==> src/rtl/systolic_skew_feeder_pkg.sv <==
// Shared types and helpers for the systolic skew feeder.
// The optional FEEDER_PERF_CNT_EN feature is handled in the top module.
package feeder_pkg;

  // Feeder control states; the encoding is visible on the dbg_state port.
  typedef enum logic [1:0] {
    IDLE   = 2'd0,
    STREAM = 2'd1,
    FLUSH  = 2'd2,
    DRAIN  = 2'd3
  } feeder_state_e;

  // Ceiling log2, never below 1, used to size the small counters.
  function automatic int clog2(input int value);
    int r;
    r = 1;
    while ((1 << r) < value) r++;
    return r;
  endfunction

endpackage

==> src/rtl/systolic_skew_feeder_skew_line.sv <==
// Fixed-depth delay line with asynchronous active-low reset to zero.
// DEPTH=0 degenerates to a plain wire.
module skew_line
  import feeder_pkg::*;
#(
  parameter int WIDTH = 9,
  parameter int DEPTH = 1
) (
  input  logic             clk,
  input  logic             rst_n,
  input  logic [WIDTH-1:0] d,
  output logic [WIDTH-1:0] q
);

  if (DEPTH == 0) begin : g_wire
    logic unused_clk_rst;
    assign unused_clk_rst = clk ^ rst_n;
    assign q = d;
  end else begin : g_reg
    logic [WIDTH-1:0] sr [DEPTH];

    // Shift the word one stage per clock; reset empties the line.
    always_ff @(posedge clk or negedge rst_n) begin
      if (!rst_n) begin
        for (int j = 0; j < DEPTH; j++) sr[j] <= '0;
      end else begin
        sr[0] <= d;
        for (int j = 1; j < DEPTH; j++) sr[j] <= sr[j-1];
      end
    end

    assign q = sr[DEPTH-1];
  end

endmodule

==> src/rtl/systolic_skew_feeder.sv <==
// Skewed operand feeder for one edge of a systolic PE array.
// Accepts one LANES-wide vector per cycle, tags the first beat of every
// K_LEN-beat accumulation block with finish, delays lane i by i cycles and
// closes each stream with a zero flush beat carrying finish on all lanes.
// Optional build macro: FEEDER_PERF_CNT_EN adds perf_beats / perf_bubbles.
module systolic_skew_feeder
  import feeder_pkg::*;
#(
  parameter int DATA_WIDTH = 8,
  parameter int LANES      = 4,
  parameter int K_LEN      = 4,
  parameter int CNT_W      = 16
) (
  input  logic                        clk,
  input  logic                        rst_n,
  input  logic                        in_valid,
  output logic                        in_ready,
  input  logic [LANES*DATA_WIDTH-1:0] in_data,
  input  logic                        in_last,
  output logic [LANES*DATA_WIDTH-1:0] out_data,
  output logic [LANES-1:0]            out_finish,
  output logic                        busy,
  output logic                        done,
`ifdef FEEDER_PERF_CNT_EN
  output logic [CNT_W-1:0]            perf_beats,
  output logic [CNT_W-1:0]            perf_bubbles,
`endif
  output logic [1:0]                  dbg_state
);

  localparam int KW  = clog2(K_LEN);
  localparam int DCW = clog2(LANES);
  localparam int LW  = LANES * DATA_WIDTH;

  feeder_state_e  state;
  logic [KW-1:0]  k_cnt;
  logic [DCW-1:0] drain_cnt;
  logic [LW-1:0]  s0_data;
  logic           s0_fin;
  logic           accept;

  // Handshake: a beat transfers on a rising clk edge where in_valid and
  // in_ready are both high. in_ready depends only on the registered state
  // (high in IDLE and STREAM), never on in_valid; upstream may hold
  // in_valid/in_data/in_last across not-ready cycles.
  assign in_ready  = (state == IDLE) || (state == STREAM);
  assign accept    = in_valid && in_ready;
  assign busy      = (state != IDLE);
  assign dbg_state = state;

  // Control FSM: stream until in_last, one flush cycle, then drain the skew.
  always_ff @(posedge clk or negedge rst_n) begin
    if (!rst_n) begin
      state     <= IDLE;
      drain_cnt <= '0;
    end else begin
      case (state)
        IDLE: begin
          if (accept) state <= in_last ? FLUSH : STREAM;
        end
        STREAM: begin
          if (accept && in_last) state <= FLUSH;
        end
        FLUSH: begin
          if (LANES == 1) begin
            state <= IDLE;
          end else begin
            state     <= DRAIN;
            drain_cnt <= DCW'(LANES - 1);
          end
        end
        DRAIN: begin
          if (drain_cnt <= DCW'(1)) state <= IDLE;
          drain_cnt <= drain_cnt - DCW'(1);
        end
        default: state <= IDLE;
      endcase
    end
  end

  // Block position counter; only accepted beats move it, in_last rewinds it.
  always_ff @(posedge clk or negedge rst_n) begin
    if (!rst_n) begin
      k_cnt <= '0;
    end else if (accept) begin
      if (in_last || (k_cnt == KW'(K_LEN - 1))) k_cnt <= '0;
      else k_cnt <= k_cnt + KW'(1);
    end
  end

  // Stage 0: accepted vector, flush beat, or a zero bubble (array never stalls).
  always_ff @(posedge clk or negedge rst_n) begin
    if (!rst_n) begin
      s0_data <= '0;
      s0_fin  <= 1'b0;
    end else if (accept) begin
      s0_data <= in_data;
      s0_fin  <= (k_cnt == '0);
    end else if (state == FLUSH) begin
      s0_data <= '0;
      s0_fin  <= 1'b1;
    end else begin
      s0_data <= '0;
      s0_fin  <= 1'b0;
    end
  end

  // done marks the cycle the flush beat appears on the last lane.
  always_ff @(posedge clk or negedge rst_n) begin
    if (!rst_n) done <= 1'b0;
    else done <= ((state == DRAIN) && (drain_cnt == DCW'(1))) ||
                 ((LANES == 1) && (state == FLUSH));
  end

  // Diagonal skew: lane i sees stage 0 delayed by i more cycles, finish alongside.
  for (genvar i = 0; i < LANES; i++) begin : g_lane
    logic [DATA_WIDTH:0] lane_q;

    skew_line #(
      .WIDTH (DATA_WIDTH + 1),
      .DEPTH (i)
    ) u_skew (
      .clk   (clk),
      .rst_n (rst_n),
      .d     ({s0_fin, s0_data[i*DATA_WIDTH +: DATA_WIDTH]}),
      .q     (lane_q)
    );

    assign out_data[i*DATA_WIDTH +: DATA_WIDTH] = lane_q[DATA_WIDTH-1:0];
    assign out_finish[i]                        = lane_q[DATA_WIDTH];
  end

`ifdef FEEDER_PERF_CNT_EN
  // Saturating stream statistics, restarted whenever a new stream begins.
  always_ff @(posedge clk or negedge rst_n) begin
    if (!rst_n) begin
      perf_beats   <= '0;
      perf_bubbles <= '0;
    end else if ((state == IDLE) && accept) begin
      perf_beats   <= CNT_W'(1);
      perf_bubbles <= '0;
    end else begin
      if (accept && (perf_beats != '1)) perf_beats <= perf_beats + CNT_W'(1);
      if ((state == STREAM) && !accept && (perf_bubbles != '1))
        perf_bubbles <= perf_bubbles + CNT_W'(1);
    end
  end
`else
  localparam int unused_cnt_w = CNT_W;
`endif

endmodule

==> config.mk <==
export PLATFORM = sky130hd
export DESIGN_NAME = systolic_skew_feeder
export DESIGN_NICKNAME = d
export VERILOG_FILES = /design/src/rtl/systolic_skew_feeder_pkg.sv /design/src/rtl/systolic_skew_feeder_skew_line.sv /design/src/rtl/systolic_skew_feeder.sv
export SDC_FILE = /design/constraint.sdc
export NUM_CORES = 1
export LEC_CHECK = 0
export ABC_AREA = 1
export CAP_MARGIN = 5
export CORE_MARGIN = 2
export CORE_UTILIZATION = 51
export DETAILED_ROUTE_END_ITERATION = 7
export HOLD_SLACK_MARGIN = 0.05
export PLACE_DENSITY = 0.8
export SLEW_MARGIN = 20
export SYNTH_ARGS = -nofsm -noshare
export SYNTH_HDL_FRONTEND = slang
export SYNTH_SLANG_ARGS = --single-unit
==> constraint.sdc <==
create_clock -name clk -period 2.85 [get_ports clk]
set_clock_uncertainty 0.1 [all_clocks]
set_input_delay 0.4275 -clock clk [delete_from_list [all_inputs] [get_ports clk]]
set_output_delay 0.4275 -clock clk [all_outputs]
set_load 0.01 [all_outputs]
# Word level (Yosys, flattened, before mapping)
# Index checks and enable logic that the tools add are counted.
[totals]
out_inout_bits = 41
in_bits = 36
wordCells = 43
ff_bits = 94
[classes]
n_reduce_logical = 10
magnitude_cmp = 1
muxes = 10
addsub = 2
eq_ne = 8
[op_table]
columns = ["op", "n"]
rows = [
  ["2-to-1 mux 32 bit", 1],
  ["2-to-1 mux 2 bit", 5],
  ["one-hot mux 2 bit (4 select lines)", 1],
  ["== test 2 bit (second input constant)", 3],
  ["== test 2 x 1 -> 1 bit (second input constant)", 2],
  ["logical NOT 2 bit", 2],
  ["inequality test 2 bit (second input constant)", 2],
  ["one-hot mux 2 bit (2 select lines)", 1],
  ["nonzero test 2 bit", 2],
  ["logical AND 1 bit", 3],
  ["AND reduction 3 bit", 1],
  ["adder 2 x 1 -> 2 bit (second input constant)", 1],
  ["<= comparator 2 x 1 -> 1 bit (second input constant)", 1],
  ["logical OR 1 bit", 2],
  ["2-to-1 mux 1 bit", 2],
  ["inequality test 2 x 1 -> 1 bit (second input constant)", 1],
  ["subtractor 2 x 1 -> 2 bit (second input constant)", 1],
]

# Longest topological paths before layout
# Gate-level depths: netlist of run 1.
[logic_depth]
word_depth = 6
ltp_mapped = 7

# By module
# Synthesis of run 1 repeated with hierarchy kept, for this count alone.
[unflattened]
cells_unflattened = 242
area_unflattened_um2 = 3134.3
[by_module_without_submodules]
columns = ["mod", "area_per_inst_um2", "instances", "cells_per_inst"]
rows = [
  ["systolic_skew_feeder", 1580.3, 1, 161],
  ["skew_line (g_lane[3].u_skew)", 743.2, 1, 36],
  ["skew_line (g_lane[2].u_skew)", 518.0, 1, 27],
  ["skew_line (g_lane[1].u_skew)", 225.2, 1, 9],
  ["skew_line (g_lane[0].u_skew)", 67.6, 1, 9],
]

# Least setup slack after synthesis of run 1
# No wires, ideal clock.
[synth_path]
kind = "register to output"
from = "register state[0], in the netlist dbg_state[0]"
to = "output port in_ready"
n_path_buf = 0
path_stages_with_launch = 5
arrival_time_ns = 1.016
slack_ns = 1.306
required_ns = 2.322
cell_sequence = "dfrtp_1 > inv_1 > ha_1 > nor2_2 > inv_1"
[synth_via]
elab_chain_len = 2
word_cells_on_any_way = 3
[synth_lines]
columns = ["item", "line_no", "text"]
rows = [
  ["from (decl)", "systolic_skew_feeder.sv:35", "feeder_state_e state;"],
  ["from (signal assigned)", "systolic_skew_feeder.sv:59", "if (accept) state <= in_last ? FLUSH : STREAM;"],
  ["== test 2 x 1 -> 1 bit / logical NOT 2 bit (equally long branches)", "systolic_skew_feeder.sv:46", "assign in_ready = (state == IDLE) || (state == STREAM);"],
  ["logical OR 1 bit *", "systolic_skew_feeder.sv:46", ""],
  ["to (decl)", "systolic_skew_feeder.sv:17", "output logic in_ready,"],
]
# Every way passes the cells marked *; elsewhere a longest branch is shown, timed or not.

# Worst setup path after layout of run 1
# Ends and elaborated chain as after synthesis.

==> results of run 1 <==
[layout make-up]
type | count | area [um2]
Multi-Input combinational cell | 72 | 359
Inverter | 45 | 169
Clock inverter | 7 | 101
Timing Repair Buffer | 78 | 788
Fill cell | 387 | 1670
Sequential cell | 91 | 2280
Tap cell | 72 | 90.1
Clock buffer | 9 | 124
[worst max-delay path by stage]
stage          endpoint  slack, ns
2_1_floorplan  in_ready       1.31
3_3_place_gp   in_ready       0.92
3_5_place_dp   in_ready       0.86
4_1_cts        in_ready       0.46
5_1_grt        in_ready       0.35
6_report       in_ready       0.48
[per-layer routing]
| layer | global-route usage [%] | part of all wire (%) | vias up |
|---|---|---|---|
| met5 | 0 | 0 | - |
| met4 | 8.64 | 2.4 | 0 |
| met3 | 6.63 | 6.6 | 9 |
| met2 | 26.8 | 52 | 51 |
| met1 | 17.5 | 39 | 756 |
| li1 | - | - | 784 |
[state kept, by name, summed over array words and instances (netlist names)]
signal                  flops
s0_fin                      1
g_lane.u_skew.q            27
drain_cnt                   2
dbg_state                   2
s0_data                    32
k_cnt                       2
done                        1
g_lane.u_skew.g_reg.sr     24
[Yosys cell counts]
cell / number / area share (%)
nand2_1: 18 / 2.3
nor2_1: 34 / 4.3
buf_6: 3 / 1.1
buf_4: 20 / 5.0
inv_1: 44 / 5.5
o21ai_0: 3 / 0.50
dfrtp_1: 91 / 76
nor2_4: 1 / 0.38
a21oi_1: 1 / 0.17
inv_2: 1 / 0.13
nand3_1: 4 / 0.67
nor2_2: 2 / 0.42
nand4_1: 2 / 0.42
ha_1: 7 / 2.9
[cells by family after synthesis]
logic type | Yosys count
compound gates | 4
fa+ha+maj | 7
buf+inv | 68
flops | 91
simple gates | 61
[power by group through the flow]
stage / Clock [mW] / Combinational (mW) / Sequential, mW
2_1_floorplan: 0 / 0.473 / 1.72
3_3_place_gp: 0 / 0.802 / 1.70
3_5_place_dp: 0 / 0.822 / 1.73
4_1_cts: 0.969 / 0.829 / 1.70
5_1_grt: 1.03 / 0.932 / 1.72
6_report: 0.940 / 0.818 / 1.69
[repair_timing]
action | 4_1_cts | 5_1_grt
hold buffers | 1 | 0
endpoints found under the hold margin | 91 | 0
buffers inserted | 0 | 0
==> results.txt, run 1 <==
Worst R2R Path Depth = 7
Tcrit/Tclk final = 83.1%
HP Start = s0_data[23]
crit path cell chain = inv_1 > ha_1 > nor2_2 > inv_1 > clkdlybuf4s50_1
hold depth = 0
Final Wtd Congestion = 0.794
Pleak = 2.04 nW
Reg clk slew, reported paths = 0.09 ns
CTS tree = built
Worst-Skew Late Latency = 0.35 ns
P per Cell Area = 882 nW/um2
fmax = 0.422 GHz
Synth warnings = 0
clock tree buffer depth = 2
Finish-stage setup viols = 0
Worst setup EP type = output port
status = finished clean
reg-to-reg endpoint = s0_fin
Mapped Area = 2990 um2
final setup TNS = 0 ns
die area = 6490 um2
dominant combinational cell family by area after synthesis = buffers and inverters
fin. max-slew vios = 0
CP delay by family, top = buffers and inverters
syn_nets = 274
power after layout = 3.45 mW
WS Path Type = reg2out
Place WS = 0.857 ns
placed insts = 357
Starting Density = 53.6%
adder-cell share of the synthesized area = 2.93%
CORE AREA = 5570 um2
die extent in y = 80.6 um
Root Buffer Master = clkbuf_8
first-pass GRT wire length = 7.54 mm
Vias/cell = 4.28
Final Non-Filler Cells = 374
Compound-Gate Fraction of Synth Area = 0.670%
CTS H-tree lvls = 3
Flop pwr share = 49.0%
Worst Path Arrival = 1.84 ns
Comb pwr share = 23.7%
Final Hold Viols = 0
PnR worst setup slack = 0.482 ns
chip width = 80.6 um
net load switching power = 0.948 mW
initial antenna violation count = 0
Max Fanout on Critical Path = 5
global-route usage over all layers = 16.1%
HPWL after DPL = 2.96 mm
layout cells sized above 1 = 7.28%
R2R setup slack = 1.05 ns
Clock power frac = 27.3%
Worst Hold Endpoint = g_lane[2].u_skew.g_reg.sr[16]
final instance area = 3910 um2
startpoint types = register
final WL = 4.33 mm
Seq/Total Area, Yosys = 76.2%
DRT iter0 DRCs = 88
Cell Area, Placed = 3670 um2
Final min period = 2.37 ns
PortBufs = 76
CP peak stage delay = 0.47 ns
switching share of total power = 27.5%
register bit count reported by yosys = 91
Avg Inst Size Synth = 12.9 um2
First-pass DRT Iterations = 4
commonest cells after routing, fill and taps aside = 91 x dfrtp_1, 75 x clkdlybuf4s50_1, 44 x inv_1
Internal Pwr Total = 2.50 mW
slowest CP cell = clkdlybuf4s50_1
clock sinks = 91
drt wl/cell = 11.6 um
Synth Instances = 231
Levels on crit path = 5
TritonCTS buffer count = 9
RSZ-0062 raised after global routing = no
Area Overhead vs Synth = 30.8%
number of global-route vias before repair = 1720
critical path startpoint = dbg_state[0]
row count = 27
post-route ant nets = 0
commonest non-fill, non-tap cell in the layout = dfrtp_1
pin count of the biggest net entering global routing = 92
Max-Cap Viols = 0
Slew @ Worst Pin = 0.571 ns
Worst EP required = 2.32 ns
FF-to-FF Start = dbg_state[0]
fin nets = 340
Antenna diodes = 0
simple-gate area share of the yosys netlist = 8.41%
number of buffers and inverters on the critical path = 3
Slew HR = 61.8%
multiplexer share of the synthesized area = 0%
fin util = 70.1%
HP Class = reg2reg
total gr overflow = 0
Hold Slack = 0.247 ns
DRC viols = 0
XOR/XNOR Fraction of Synth Area = 0%
Max VDD drop = 0.600 mV
most used cell, CP = inv_1
CTS resizes = 0
Via Count = 1600
I/O Pins = 77
distinct cell type count of the synthesized netlist = 14
Power figures use the tool's default switching activity.
==> run 2: changes to the inputs <==
--- a/config.mk
+++ b/config.mk
@@ -8,10 +8,10 @@
 export ABC_AREA = 1
 export CAP_MARGIN = 5
 export CORE_MARGIN = 2
-export CORE_UTILIZATION = 51
+export CORE_UTILIZATION = 48
 export DETAILED_ROUTE_END_ITERATION = 7
 export HOLD_SLACK_MARGIN = 0.05
-export PLACE_DENSITY = 0.8
+export PLACE_DENSITY = 0.76
 export SLEW_MARGIN = 20
 export SYNTH_ARGS = -nofsm -noshare
 export SYNTH_HDL_FRONTEND = slang
==> constraint.sdc (replaced) <==
create_clock -name clk -period 2.3 [get_ports clk]
set_clock_uncertainty 0.1 [all_clocks]
set_input_delay 0.345 -clock clk [delete_from_list [all_inputs] [get_ports clk]]
set_output_delay 0.345 -clock clk [all_outputs]
set_load 0.01 [all_outputs]
==> run 2 against run 1 <==
Net effect: cell count is 1.6% higher; first-iteration DRC count is 25% lower; sequential power is 24% higher.
==> results.txt, run 2 (same netlist as run 1, synthesis figures left out) <==
initial antenna violation count = 0 (unchanged)
PortBufs = 76 (unchanged)
FF-to-FF Start = dbg_state[0] (unchanged)
HPWL after DPL = 3.08 mm (was 2.96 mm)
Final min period = 2.19 ns
clock sinks = 91 (unchanged)
Cell Area, Placed = 3680 um2 (was 3670 um2)
CTS H-tree lvls = 3 (unchanged)
die extent in y = 82.9 um (was 80.6 um)
Slew HR = 62.5% (was 61.8%)
final instance area = 3950 um2 (was 3910 um2)
Multi-input gate area = 367 um2 (was 359 um2)
fin util = 66.3% (was 70.1%)
startpoint types = register (unchanged)
Max-Cap Viols = 0 (unchanged)
critical path startpoint = dbg_state[0] (unchanged)
Met2 Wirelength = 2.46 mm (was 2.26 mm)
Worst R2R Path Depth = 6 (was 7)
commonest non-fill, non-tap cell in the layout = dfrtp_1 (unchanged)
Largest register FFs = 32 (unchanged)
Worst-Skew Late Latency = 0.35 ns (about the same)
met3 WL = 235 um (was 287 um)
Worst Setup EP = in_ready (unchanged)
clock tree buffer depth = 2 (unchanged)
Final Wtd Congestion = 0.815 (was 0.794)
first-pass GRT wire length = 8.22 mm (was 7.54 mm)
R2R setup slack = 0.63 ns (was 1.05 ns)
drt wl/cell = 12.2 um (was 11.6 um)
Final Non-Filler Cells = 380 (was 374)
final setup TNS = 0 ns (unchanged)
RSZ-0062 raised after global routing = no (unchanged)
I/O Pins = 77 (unchanged)
Slew @ Worst Pin = 0.561 ns (was 0.571 ns)
Worst setup EP type = output port (unchanged)
TritonCTS buffer count = 9 (unchanged)
number of fill cells = 445 (was 387)
die area = 6870 um2 (was 6490 um2)
Pleak = 2.06 nW (was 2.04 nW)
Max VDD drop = 0.798 mV (was 0.600 mV)
WL met1 = 1.86 mm (was 1.68 mm)
HP Class = reg2reg (unchanged)
commonest cells after routing, fill and taps aside = 91 x dfrtp_1, 75 x clkdlybuf4s50_1, 44 x inv_1 (unchanged)
Final Hold Viols = 0 (unchanged)
post-route ant nets = 0 (unchanged)
Worst EP required = 1.86 ns (was 2.32 ns)
Starting Density = 50.2% (was 53.6%)
CTS tree = built (unchanged)
number of global-route vias before repair = 1752 (was 1720)
chip width = 82.9 um (was 80.6 um)
CORE AREA = 5960 um2 (was 5570 um2)
pin count of the biggest net entering global routing = 51 (was 92)
fmax = 0.457 GHz
reg-to-reg endpoint = s0_data[26] (was s0_fin)
total gr overflow = 0 (unchanged)
status = finished clean (unchanged)
FF/Latch Area = 2280 um2 (unchanged)
fin nets = 343 (was 340)
placed insts = 360 (was 357)
Finish-stage setup viols = 0 (unchanged)
First-pass DRT Iterations = 4 (unchanged)
DRT iter0 DRCs = 66 (was 88)
Antenna diodes = 0 (unchanged)
Worst Path Arrival = 1.74 ns (was 1.84 ns)
Root Buffer Master = clkbuf_8 (unchanged)
Vias/cell = 4.23 (was 4.28)
global-route usage over all layers = 15.5% (was 16.1%)
largest register by flop count = s0_data (unchanged)
DRC viols = 0 (unchanged)
final WL = 4.63 mm (was 4.33 mm)
Max Used Layer = met4 (unchanged)
Via Count = 1609 (was 1600)
Area Overhead vs Synth = 32.1% (was 30.8%)
WS Path Type = reg2out (unchanged)
Tcrit/Tclk final = 95.1%
layout cells sized above 1 = 8.52% (was 7.28%)
row count = 28 (was 27)
Max Fanout on Critical Path = 5 (unchanged)
P per Cell Area = 1110 nW/um2 (was 882 nW/um2)
fin. max-slew vios = 0 (unchanged)
Reg clk slew, reported paths = 0.09 ns (about the same)
-- run 2: cell count changes in the layout (fill, tap and decap cells not counted), sizes merged --
cell    change
inv         +1
clkinv      -2
clkbuf      +1
buf         +3
-- run 2: stage by stage --
stage	worst slack [ns]	hold WS, ns	total power, mW
final	0.112	0.250	4.37
after global routing	0.00419	0.260	4.65
after CTS	0.00599	0.253	4.40
after detailed placement	0.385	0.235	3.16
after global placement	0.447	0.231	3.10
after floorplan	0.830	-0.0506	2.72
-- run 2: area by class of cell --
type	count	share of cell area, %
clock buffers	10	3.49
clock inverters	6	2.38
well taps	75	2.38
repair buffers	81	20.5
multi-input cells	72	9.28
inverters	45	4.28
flip-flops and latches	91	57.7
-- run 2: worst min-delay path by stage --
| stage | depth (start not counted) | start | endpoint |
|---|---|---|---|
| 2_1_floorplan | 0 | rst_n | dbg_state[0] |
| 3_3_place_gp | 0 | s0_data[16] | g_lane[2].u_skew.g_reg.sr[9] |
| 3_5_place_dp | 0 | s0_data[15] | g_lane[1].u_skew.q[7] |
| 4_1_cts | 0 | g_lane[3].u_skew.g_reg.sr[25] | g_lane[3].u_skew.g_reg.sr[16] |
| 5_1_grt | 0 | g_lane[3].u_skew.g_reg.sr[25] | g_lane[3].u_skew.g_reg.sr[16] |
| 6_report | 0 | g_lane[3].u_skew.g_reg.sr[25] | g_lane[3].u_skew.g_reg.sr[16] |
-- run 2: worst max-delay path, cell delays in order (launching register included) --
cell	delay, ns
dfrtp_1	0.42
inv_1	0.10
ha_2	0.24
nor2_4	0.06
inv_1	0.05
clkdlybuf4s50_1	0.52
-- run 2: where the power goes --
group | switching [mW] | internal [mW]
Combinational | 0.522 | 0.549
Sequential | 0.124 | 1.97
Clock | 0.558 | 0.651
Total | 1.20 | 3.17
-- run 2: what timing repair did --
action                                 in CTS  in global routing
buffers inserted                            2                  1
setup endpoints to repair                   1                  2
resized for setup                           0                  2
endpoints found under the hold margin      41                  0
hold buffers                                1                  0
-- run 2: layer usage --
metal / vias up / track usage (%)
met1: 770 / 18.5
met5: - / 0
met3: 7 / 4.67
met4: 0 / 7.15
li1: 786 / -
met2: 46 / 25.9
==> run 3: changes to the inputs <==
--- a/config.mk
+++ b/config.mk
@@ -10,6 +10,7 @@
 export CORE_MARGIN = 2
 export CORE_UTILIZATION = 48
 export DETAILED_ROUTE_END_ITERATION = 7
+export GPL_ROUTABILITY_DRIVEN = 0
 export HOLD_SLACK_MARGIN = 0.05
 export PLACE_DENSITY = 0.76
 export SLEW_MARGIN = 20
==> results of run 3 <==
Final layout, timing and power as in run 2 (identical DEF).
